===== config.mk =====
export PLATFORM = sky130hd
export DESIGN_NAME = pipelined_adder_flat
export DESIGN_NICKNAME = d
export VERILOG_FILES = /design/src/rtl/pipelined_adder_pkg.sv /design/src/rtl/pipelined_adder_if.sv /design/src/rtl/pipelined_adder_segment.sv /design/src/rtl/pipelined_adder.sv /design/src/flat_wrapper.sv
export SDC_FILE = /design/constraint.sdc
export NUM_CORES = 1
export LEC_CHECK = 0
export CORE_MARGIN = 4
export CORE_UTILIZATION = 40
export DETAILED_ROUTE_END_ITERATION = 10
export PLACE_DENSITY_LB_ADDON = 0.3
export SLEW_MARGIN = 10
export SYNTH_ARGS = -nofsm -noshare
export SYNTH_HDL_FRONTEND = slang
export SYNTH_SLANG_ARGS = --single-unit

===== constraint.sdc =====
create_clock -name clk -period 8.9 [get_ports clk]
set_input_delay 2.67 -clock clk [delete_from_list [all_inputs] [get_ports clk]]
set_output_delay 2.67 -clock clk [all_outputs]
set_load 0.005 [all_outputs]

===== src/rtl/pipelined_adder_pkg.sv =====
// Shared constants and configuration helpers for pipelined_adder (package adder_pkg).
// cfg_ok() backs the elaboration-time legality check instantiated by the top level.
package adder_pkg;

  localparam logic OP_ADD = 1'b0;
  localparam logic OP_SUB = 1'b1;

  function automatic int seg_width(input int width, input int stages);
    return width / stages;
  endfunction

  function automatic bit cfg_ok(input int width, input int stages);
    bit stages_ok;
    case (stages)
      1, 2, 4, 8: stages_ok = 1'b1;
      default:    stages_ok = 1'b0;
    endcase
    return stages_ok && ((width % stages) == 0);
  endfunction

endpackage


===== src/rtl/pipelined_adder_if.sv =====
// Operand and result valid/ready bundle for pipelined_adder.
// With PIPELINED_ADDER_SAT_EN defined the bundle also carries the per-beat sat bit.
interface pipelined_adder_if #(
  parameter int WIDTH = 32
);
  logic             in_valid;
  logic             in_ready;
  logic [WIDTH-1:0] data_A;
  logic [WIDTH-1:0] data_B;
  logic             sub;
`ifdef PIPELINED_ADDER_SAT_EN
  logic             sat;
`endif
  logic             out_valid;
  logic             out_ready;
  logic [WIDTH:0]   result;
  logic             overflow;

  modport master (
`ifdef PIPELINED_ADDER_SAT_EN
    output sat,
`endif
    output in_valid, data_A, data_B, sub, out_ready,
    input  in_ready, out_valid, result, overflow
  );

  modport slave (
`ifdef PIPELINED_ADDER_SAT_EN
    input  sat,
`endif
    input  in_valid, data_A, data_B, sub, out_ready,
    output in_ready, out_valid, result, overflow
  );
endinterface


===== src/rtl/pipelined_adder_segment.sv =====
// adder_segment: one SEG-bit slice of the carry chain with registered sum, carry-out and valid.
// Only the LAST slice reports signed overflow; the others tie it low so the top can OR them.
module adder_segment #(
  parameter int SEG  = 16,
  parameter bit LAST = 1'b0
) (
  input  logic           clk,
  input  logic           rst,
  input  logic           en,
  input  logic           valid_i,
  input  logic [SEG-1:0] a_i,
  input  logic [SEG-1:0] b_i,
  input  logic           cin_i,
  output logic           valid_q,
  output logic [SEG-1:0] sum_q,
  output logic           cout_q,
  output logic           ovf_q
);
  logic [SEG:0]   sum_ext_s;
  logic           ovf_s;
  logic           valid_d;
  logic [SEG-1:0] sum_d;
  logic           cout_d;
  logic           ovf_d;

  assign sum_ext_s = {1'b0, a_i} + {1'b0, b_i} + {{SEG{1'b0}}, cin_i};

  if (LAST) begin : g_ovf
    logic msb_cin_s;
    assign msb_cin_s = sum_ext_s[SEG-1] ^ a_i[SEG-1] ^ b_i[SEG-1];
    assign ovf_s     = msb_cin_s ^ sum_ext_s[SEG];
  end else begin : g_no_ovf
    assign ovf_s = 1'b0;
  end

  // Next state: load the slice result on enable, otherwise hold.
  always_comb begin
    valid_d = valid_q;
    sum_d   = sum_q;
    cout_d  = cout_q;
    ovf_d   = ovf_q;
    if (en) begin
      valid_d = valid_i;
      sum_d   = sum_ext_s[SEG-1:0];
      cout_d  = sum_ext_s[SEG];
      ovf_d   = ovf_s;
    end else begin
      valid_d = valid_q;
      sum_d   = sum_q;
      cout_d  = cout_q;
      ovf_d   = ovf_q;
    end
  end

  // Slice state registers.
  always_ff @(posedge clk) begin
    if (rst) begin
      valid_q <= 1'b0;
      sum_q   <= {SEG{1'b0}};
      cout_q  <= 1'b0;
      ovf_q   <= 1'b0;
    end else begin
      valid_q <= valid_d;
      sum_q   <= sum_d;
      cout_q  <= cout_d;
      ovf_q   <= ovf_d;
    end
  end
endmodule


===== src/rtl/pipelined_adder.sv =====
// pipelined_adder: add/subtract with the carry chain split into STAGES registered segments.
// Optional PIPELINED_ADDER_SAT_EN clamps signed-overflowing results of beats sent with sat=1.
module pipelined_adder
  import adder_pkg::*;
#(
  parameter int WIDTH  = 32,
  parameter int STAGES = 2
) (
  input logic              clk,
  input logic              rst,
  pipelined_adder_if.slave bus
);
  localparam int SEG = seg_width(WIDTH, STAGES);

  if (!cfg_ok(WIDTH, STAGES)) begin : g_cfg_err
    $error("pipelined_adder: STAGES must be 1, 2, 4 or 8 and divide WIDTH");
  end

  logic              en_s;
  logic              accept_s;
  logic [WIDTH-1:0]  b_eff_s;
  logic [WIDTH-1:0]  res_wrap_s;
  logic [WIDTH-1:0]  res_lo_s;
  logic [STAGES-1:0] valid_s;
  logic [STAGES-1:0] cout_s;
  logic [STAGES-1:0] ovf_s;
  logic [STAGES-1:0] sub_q;
  logic [STAGES-1:0] sub_d;
  logic [SEG-1:0]    sum_s [STAGES];

  assign en_s     = !valid_s[STAGES-1] || bus.out_ready;
  assign accept_s = bus.in_valid && bus.in_ready;
  assign b_eff_s  = (bus.sub == OP_SUB) ? ~bus.data_B : bus.data_B;

  // The sub tag rides with its beat so the last stage can turn carry into borrow.
  always_comb begin
    sub_d = sub_q;
    if (en_s) begin
      sub_d[0] = bus.sub;
      for (int k = 1; k < STAGES; k++) sub_d[k] = sub_q[k-1];
    end else begin
      sub_d = sub_q;
    end
  end

  // Sub tag registers.
  always_ff @(posedge clk) begin
    if (rst) begin
      sub_q <= {STAGES{1'b0}};
    end else begin
      sub_q <= sub_d;
    end
  end

  for (genvar k = 0; k < STAGES; k++) begin : g_stage
    logic [SEG-1:0] a_seg_s;
    logic [SEG-1:0] b_seg_s;
    logic           cin_s;
    logic           vin_s;

    if (k == 0) begin : g_head
      assign a_seg_s = bus.data_A[SEG-1:0];
      assign b_seg_s = b_eff_s[SEG-1:0];
      assign cin_s   = bus.sub;
      assign vin_s   = accept_s;
    end else begin : g_skew
      logic [SEG-1:0] a_skew_q [k];
      logic [SEG-1:0] a_skew_d [k];
      logic [SEG-1:0] b_skew_q [k];
      logic [SEG-1:0] b_skew_d [k];

      // Delay operand slice k by k cycles so it meets its carry.
      always_comb begin
        a_skew_d = a_skew_q;
        b_skew_d = b_skew_q;
        if (en_s) begin
          a_skew_d[0] = bus.data_A[k*SEG +: SEG];
          b_skew_d[0] = b_eff_s[k*SEG +: SEG];
          for (int j = 1; j < k; j++) begin
            a_skew_d[j] = a_skew_q[j-1];
            b_skew_d[j] = b_skew_q[j-1];
          end
        end else begin
          a_skew_d = a_skew_q;
          b_skew_d = b_skew_q;
        end
      end

      // Skew registers.
      always_ff @(posedge clk) begin
        if (rst) begin
          for (int j = 0; j < k; j++) begin
            a_skew_q[j] <= {SEG{1'b0}};
            b_skew_q[j] <= {SEG{1'b0}};
          end
        end else begin
          a_skew_q <= a_skew_d;
          b_skew_q <= b_skew_d;
        end
      end

      assign a_seg_s = a_skew_q[k-1];
      assign b_seg_s = b_skew_q[k-1];
      assign cin_s   = cout_s[k-1];
      assign vin_s   = valid_s[k-1];
    end

    adder_segment #(
      .SEG  (SEG),
      .LAST (k == STAGES - 1)
    ) u_seg (
      .clk     (clk),
      .rst     (rst),
      .en      (en_s),
      .valid_i (vin_s),
      .a_i     (a_seg_s),
      .b_i     (b_seg_s),
      .cin_i   (cin_s),
      .valid_q (valid_s[k]),
      .sum_q   (sum_s[k]),
      .cout_q  (cout_s[k]),
      .ovf_q   (ovf_s[k])
    );

    if (k < STAGES - 1) begin : g_deskew
      localparam int DSK = STAGES - 1 - k;
      logic [SEG-1:0] dsk_q [DSK];
      logic [SEG-1:0] dsk_d [DSK];

      // Hold finished low slices until the top slice of the same beat completes.
      always_comb begin
        dsk_d = dsk_q;
        if (en_s) begin
          dsk_d[0] = sum_s[k];
          for (int j = 1; j < DSK; j++) dsk_d[j] = dsk_q[j-1];
        end else begin
          dsk_d = dsk_q;
        end
      end

      // Deskew registers.
      always_ff @(posedge clk) begin
        if (rst) begin
          for (int j = 0; j < DSK; j++) dsk_q[j] <= {SEG{1'b0}};
        end else begin
          dsk_q <= dsk_d;
        end
      end

      assign res_wrap_s[k*SEG +: SEG] = dsk_q[DSK-1];
    end else begin : g_tail
      assign res_wrap_s[k*SEG +: SEG] = sum_s[k];
    end
  end

`ifdef PIPELINED_ADDER_SAT_EN
  logic [STAGES-1:0] sat_q;
  logic [STAGES-1:0] sat_d;

  // The sat tag travels with its beat exactly like sub.
  always_comb begin
    sat_d = sat_q;
    if (en_s) begin
      sat_d[0] = bus.sat;
      for (int k = 1; k < STAGES; k++) sat_d[k] = sat_q[k-1];
    end else begin
      sat_d = sat_q;
    end
  end

  // Sat tag registers.
  always_ff @(posedge clk) begin
    if (rst) begin
      sat_q <= {STAGES{1'b0}};
    end else begin
      sat_q <= sat_d;
    end
  end

  // A wrapped negative-looking result means positive overflow, so clamp to max.
  always_comb begin
    res_lo_s = res_wrap_s;
    if (sat_q[STAGES-1] && (|ovf_s)) begin
      if (res_wrap_s[WIDTH-1]) begin
        res_lo_s = {1'b0, {(WIDTH-1){1'b1}}};
      end else begin
        res_lo_s = {1'b1, {(WIDTH-1){1'b0}}};
      end
    end else begin
      res_lo_s = res_wrap_s;
    end
  end
`else
  assign res_lo_s = res_wrap_s;
`endif

  assign bus.result    = {cout_s[STAGES-1] ^ sub_q[STAGES-1], res_lo_s};
  assign bus.overflow  = |ovf_s;
  assign bus.out_valid = valid_s[STAGES-1];
  assign bus.in_ready  = en_s && !rst;
endmodule


===== src/flat_wrapper.sv =====
// flat-port wrapper written by rule: the top's interface ports become plain ports
module pipelined_adder_flat import adder_pkg::*;
#(
  parameter int WIDTH  = 32,
  parameter int STAGES = 2
)
  (clk, rst, bus_in_valid, bus_data_A, bus_data_B, bus_sub, bus_out_ready, bus_in_ready, bus_out_valid, bus_result, bus_overflow);
  pipelined_adder_if #(.WIDTH(WIDTH)) bus_i ();
  input logic clk;
  input logic rst;
  input wire logic [$bits(bus_i.in_valid)-1:0] bus_in_valid;
  input wire logic [$bits(bus_i.data_A)-1:0] bus_data_A;
  input wire logic [$bits(bus_i.data_B)-1:0] bus_data_B;
  input wire logic [$bits(bus_i.sub)-1:0] bus_sub;
  input wire logic [$bits(bus_i.out_ready)-1:0] bus_out_ready;
  output wire logic [$bits(bus_i.in_ready)-1:0] bus_in_ready;
  output wire logic [$bits(bus_i.out_valid)-1:0] bus_out_valid;
  output wire logic [$bits(bus_i.result)-1:0] bus_result;
  output wire logic [$bits(bus_i.overflow)-1:0] bus_overflow;
  assign bus_i.in_valid = bus_in_valid;
  assign bus_i.data_A = bus_data_A;
  assign bus_i.data_B = bus_data_B;
  assign bus_i.sub = bus_sub;
  assign bus_i.out_ready = bus_out_ready;
  assign bus_in_ready = bus_i.in_ready;
  assign bus_out_valid = bus_i.out_valid;
  assign bus_result = bus_i.result;
  assign bus_overflow = bus_i.overflow;
  pipelined_adder #(.WIDTH(WIDTH), .STAGES(STAGES)) u_core (.clk(clk), .rst(rst), .bus(bus_i));
endmodule

## Word level (Yosys, flattened, before mapping)

Index checks and enable logic that the tools add are counted.

| storage, ports and cells | value |
|---|---|
| register bits | 87 |
| output and inout bits | 36 |
| logic and storage cells | 26 |
| input port bits | 69 |

| cells by class | value |
|---|---|
| bitwise gates (word level) | 5 |
| reductions and logical operators | 5 |
| add/subtract/negate cells | 4 |
| muxes and demuxes | 1 |

Operators by type and width:

| cell | count |
|---|---|
| adder 16 x 16 -> 17 bit | 2 |
| adder 17 x 1 -> 17 bit | 2 |
| 2-to-1 mux 32 bit | 1 |
| inverter 32 bit | 1 |
| XOR 1 bit | 4 |
| logical AND 1 bit | 2 |
| zero test 1 bit | 2 |
| logical OR 1 bit | 1 |

## Logic depth before layout (Yosys ltp)

| logic depth | value |
|---|---|
| depth in word-level cells | 5 |
| depth in mapped cells | 12 |
| mapped depth without buffers | 10 |

## By module

A second synthesis with hierarchy kept.

| second synthesis, totals | value |
|---|---|
| cell total of the unflattened synthesis | 577 |
| area total of the unflattened synthesis | 5023.6 um^2 |

By module, submodules not included:

| module | area each (um^2) | instances | sequential area each (um^2) | cells an instance |
|---|---|---|---|---|
| pipelined_adder | 2123.3 | 1 | 1001.0 | 243 |
| adder_segment at u_core.g_stage[0].u_seg | 1463.9 | 1 | 360.3 | 175 |
| adder_segment at u_core.g_stage[1].u_seg | 1436.4 | 1 | 380.4 | 159 |

## Worst setup path before layout

Ideal clock, no wire load.

| path | value |
|---|---|
| path type | input to output |
| from | input rst |
| to | output bus_in_ready |
| path buffers | 1 |
| cell stages on the path | 3 |
| path slack | 3.014 ns |
| data required time | 6.230 ns |
| arrival time | 3.216 ns |
| path through | clkbuf_1 > nand2b_1 > inv_1 |

| between the ends | value |
|---|---|
| word-level cells in the longest chain between the ends | 2 |

RTL lines:

| element | RTL line | RTL |
|---|---|---|
| start, declared | flat_wrapper.sv:10 | `input logic rst;` |
| zero test 1 bit | pipelined_adder.sv:200 | `assign bus.in_ready = en_s && !rst;` |
| logical AND 1 bit | pipelined_adder.sv:200 |  |
| end, declared | flat_wrapper.sv:16 | `output wire logic [$bits(bus_i.in_ready)-1:0] bus_in_ready;` |

Every way passes these cells.

## Worst setup path in the final report

| path | value |
|---|---|
| from | input bus_out_ready |
| to | output bus_in_ready |

| between the ends | value |
|---|---|
| word-level cells in the longest chain between the ends | 2 |

RTL lines:

| element | RTL line | RTL |
|---|---|---|
| start, declared | flat_wrapper.sv:15 | `input wire logic [$bits(bus_i.out_ready)-1:0] bus_out_ready;` |
| logical OR 1 bit | pipelined_adder.sv:31 | `assign en_s = !valid_s[STAGES-1] \|\| bus.out_ready;` |
| logical AND 1 bit | pipelined_adder.sv:200 |  |

Every way passes these cells.

==> metrics.cfg <==
[route]
wl_per_cell_um = 14.07
dr.pass1.iters = 5
drt-total-wl_mm = 11.48
route.detailed.drc = 0
num_vias = 4292
detail-route-antenna-nets = 0
drt-initial-drc-count = 253
routed_via_density = 5.260

[power]
vdd_drop_max_mv = 0.1250
p_leak_nw = 2.554
netSwitchingPower_mw = 0.3233
swShare_pct = 28.36
powerDensity_nw_per_um2 = 182.9
finalPower_mw = 1.140
p_int_mw = 0.8168
p_comb_share_pct = 25.7
clkPwrFrac_pct = 34.1
power_frac_seq_pct = 40.2

[clocking]
ctsHoldBuffers = 0
clock_latency_ns = 0.34
numCtsBuffers = 9
post_cts_buffers = 0
clk_pin_slew_ns = 0.07
tritoncts = built
clk_path_buf_depth = 2
h-tree-depth = 3
cts_resized = 0
clock-sinks = 87
cts_root_buf = clkbuf_16

[floorplan]
ios = 105
core_area_um2 = 11560
dieWidth_um = 117.5
rows = 39
die_area_um2 = 13810
start_util_pct = 41.48
die_h_um = 117.5

[yosys]
syn_area_um2 = 4797
synth_top_flop_cell = dfxtp_1
yosysSeqAreaShare_pct = 36.31
syn-num-nets = 684
synth_area_per_cell_um2 = 8.242
yosysTopAreaCellShare_pct = 36.31
yosys_warnings = 0
yosysMostFrequentCell = nand2_1
ys_ff_latch = 87
synth_area_leaders = dfxtp_1 (36%), nand2_1 (8.5%), ha_1 (7.8%), a21oi_1 (7.4%), xnor2_1 (5.1%)
synth_edf_count = 0
synth_top_area_cell = dfxtp_1
async_flop_share_pct = 0
synth_commonest_cells = nand2_1 (108), dfxtp_1 (87), a21oi_1 (71)
ys_types = 54
synth_cells = 582

[setup_path]
crit_arrival_ns = 4.31
criticalPathCategory = in -> out
r2r_end = u_core.g_stage[1].u_seg.sum_q[14]
end_kind = output port
start_kind = input port
rr_startpoint = u_core.g_stage[0].u_seg.cout_q
reg2regPathDepth = 10
required_ns = 6.23
r2r_slack_ns = 6.28
crit_fanout = 7

[grt]
grt_pass1_vias = 4290
antenna_found_initial = 0
grt_pass1_wl_mm = 19.40
grt-ovfl-total = 0
grt_max_degree = 94
grt_use_total_pct = 16.57

[placed_design]
dp_cells = 800
dp_hpwl_mm = 8.064
dp_slack_ns = 1.903
place_congestion = 0.8733
port_buffers = 104

[timing]
timing.final.ws_setup_ns = 1.916
min_period_ns = 6.984
finalSetupViolCount = 0
relSlewSlack_pct = 39.30
holdWs_ns = 0.4492
fin_worst_skew_ns = 0.006588
drv_slew = 0
tightest_slew_ns = 0.9105
fin_tns_setup_ns = 0
rsz0062_at_grt = false
hold_viol_final = 0
min_period_over_period_pct = 78.47
fmax_mhz = 143.2

[job]
max_cap_violations = 0

[cells_and_area]
drive_above_1_share_pct = 4.755
syn_to_final_growth_pct = 29.94
antenna_cells = 0
fin_nets = 770
stdcell_count = 816

[hold_path]
worstHoldStart = u_core.g_stage[0].u_seg.sum_q[15]
hold_depth = 2
hp-class = reg -> reg
hold_end = u_core.g_stage[0].u_seg.sum_q[15]

[run_status]
outcome = completed

-- power by group through the flow --
stage	Combinational, mW	Sequential, mW	Clock, mW
final	0.293	0.459	0.388
after global routing	0.327	0.464	0.416
after CTS	0.295	0.459	0.400
after detailed placement	0.293	0.467	0
after global placement	0.286	0.466	0
after floorplan	0.184	0.463	0
-- through the flow --
step | util [%] | cell area [um^2]
3_3_place_gp | 51.18 | 5919
4_1_cts | 53.90 | 6233
2_1_floorplan | - | 4797
5_1_grt | 53.90 | 6233
6_report | 53.90 | 6233
3_5_place_dp | 51.18 | 5919
-- worst max-delay path, stage by stage --
cell	delay, ns
clkdlybuf4s50_1	0.53
nand2b_4	0.15
nand2b_1	0.19
inv_1	0.21
clkdlybuf4s50_1	0.55
-- layout by cell type, fill, tap and decap left out, drive strengths merged, types with 2 or more instances in the layout --
cell and n:
a31oi 2, inv 17, o21bai 2, clkdlybuf4s50 102
o211ai 3, nand3 9, nand3b 8, nor2 40
o31ai 5, buf 6, xor2 22, xnor2 28
fa 3, ha 30, nand2 108, a2111o 2
a31o 3, a211oi 25, a21oi 71, or3 2
and2 5, clkbuf 10, nor3b 2, o21a 6
nor3 7, a211o 2, a21o 9, nand2b 8
a311oi 3, a22o 2, dfxtp 87, nor2b 5
and3 3, o21ai 18
-- sequential cells by signal, indices dropped and copies added, names as in the netlist --
register                       cells
u_core.g_stage.g_deskew.dsk_q     16
u_core.g_stage.u_seg.ovf_q         1
u_core.sub_q                       2
u_core.g_stage.b_seg_s            16
u_core.g_stage.u_seg.cout_q        2
u_core.g_stage.u_seg.sum_q        32
u_core.g_stage.a_seg_s            16
u_core.g_stage.u_seg.valid_q       2
-- how the worst max path moves through the flow --
stage,start,to,slack [ns]
after floorplan,rst,bus_in_ready,3.01
final,bus_out_ready,bus_in_ready,1.92
after detailed placement,bus_out_ready,bus_in_ready,1.90
after CTS,bus_out_ready,bus_in_ready,1.90
after global routing,bus_out_ready,bus_in_ready,1.86
after global placement,bus_out_ready,bus_in_ready,1.96
-- cell type report --
type                       instances  area, um^2
sequential                        87        1742
timing repair buffer             108        1061
clock buffer                      10       239.0
clock inverter                     6       75.07
tap                              143       178.9
inverter                          14       52.55
multi-input combinational        448        2885
fill                            1111        5331
-- cell families (layout without fill, tap and decap cells) --
group	Yosys count	after routing	synth area share, %
DFF	87	87	36.31
AOI/OAI and AO/OA	161	161	22.43
buffers and inverters	47	138	3.860
muxes	2	2	0.5216
adders and majority gates	33	33	9.077
and+or+nand+nor	202	202	18.68
xor gates and xnor gates	50	50	9.129
-- metal layers --
layer	track usage (%)	part of all wire [%]	wire length (um)
met5	0	0	0
met4	3.956	0.94	108
met3	5.766	5.7	649
met2	28.54	48	5568
met1	19.90	45	5155
(Power assumes the default switching activity.)
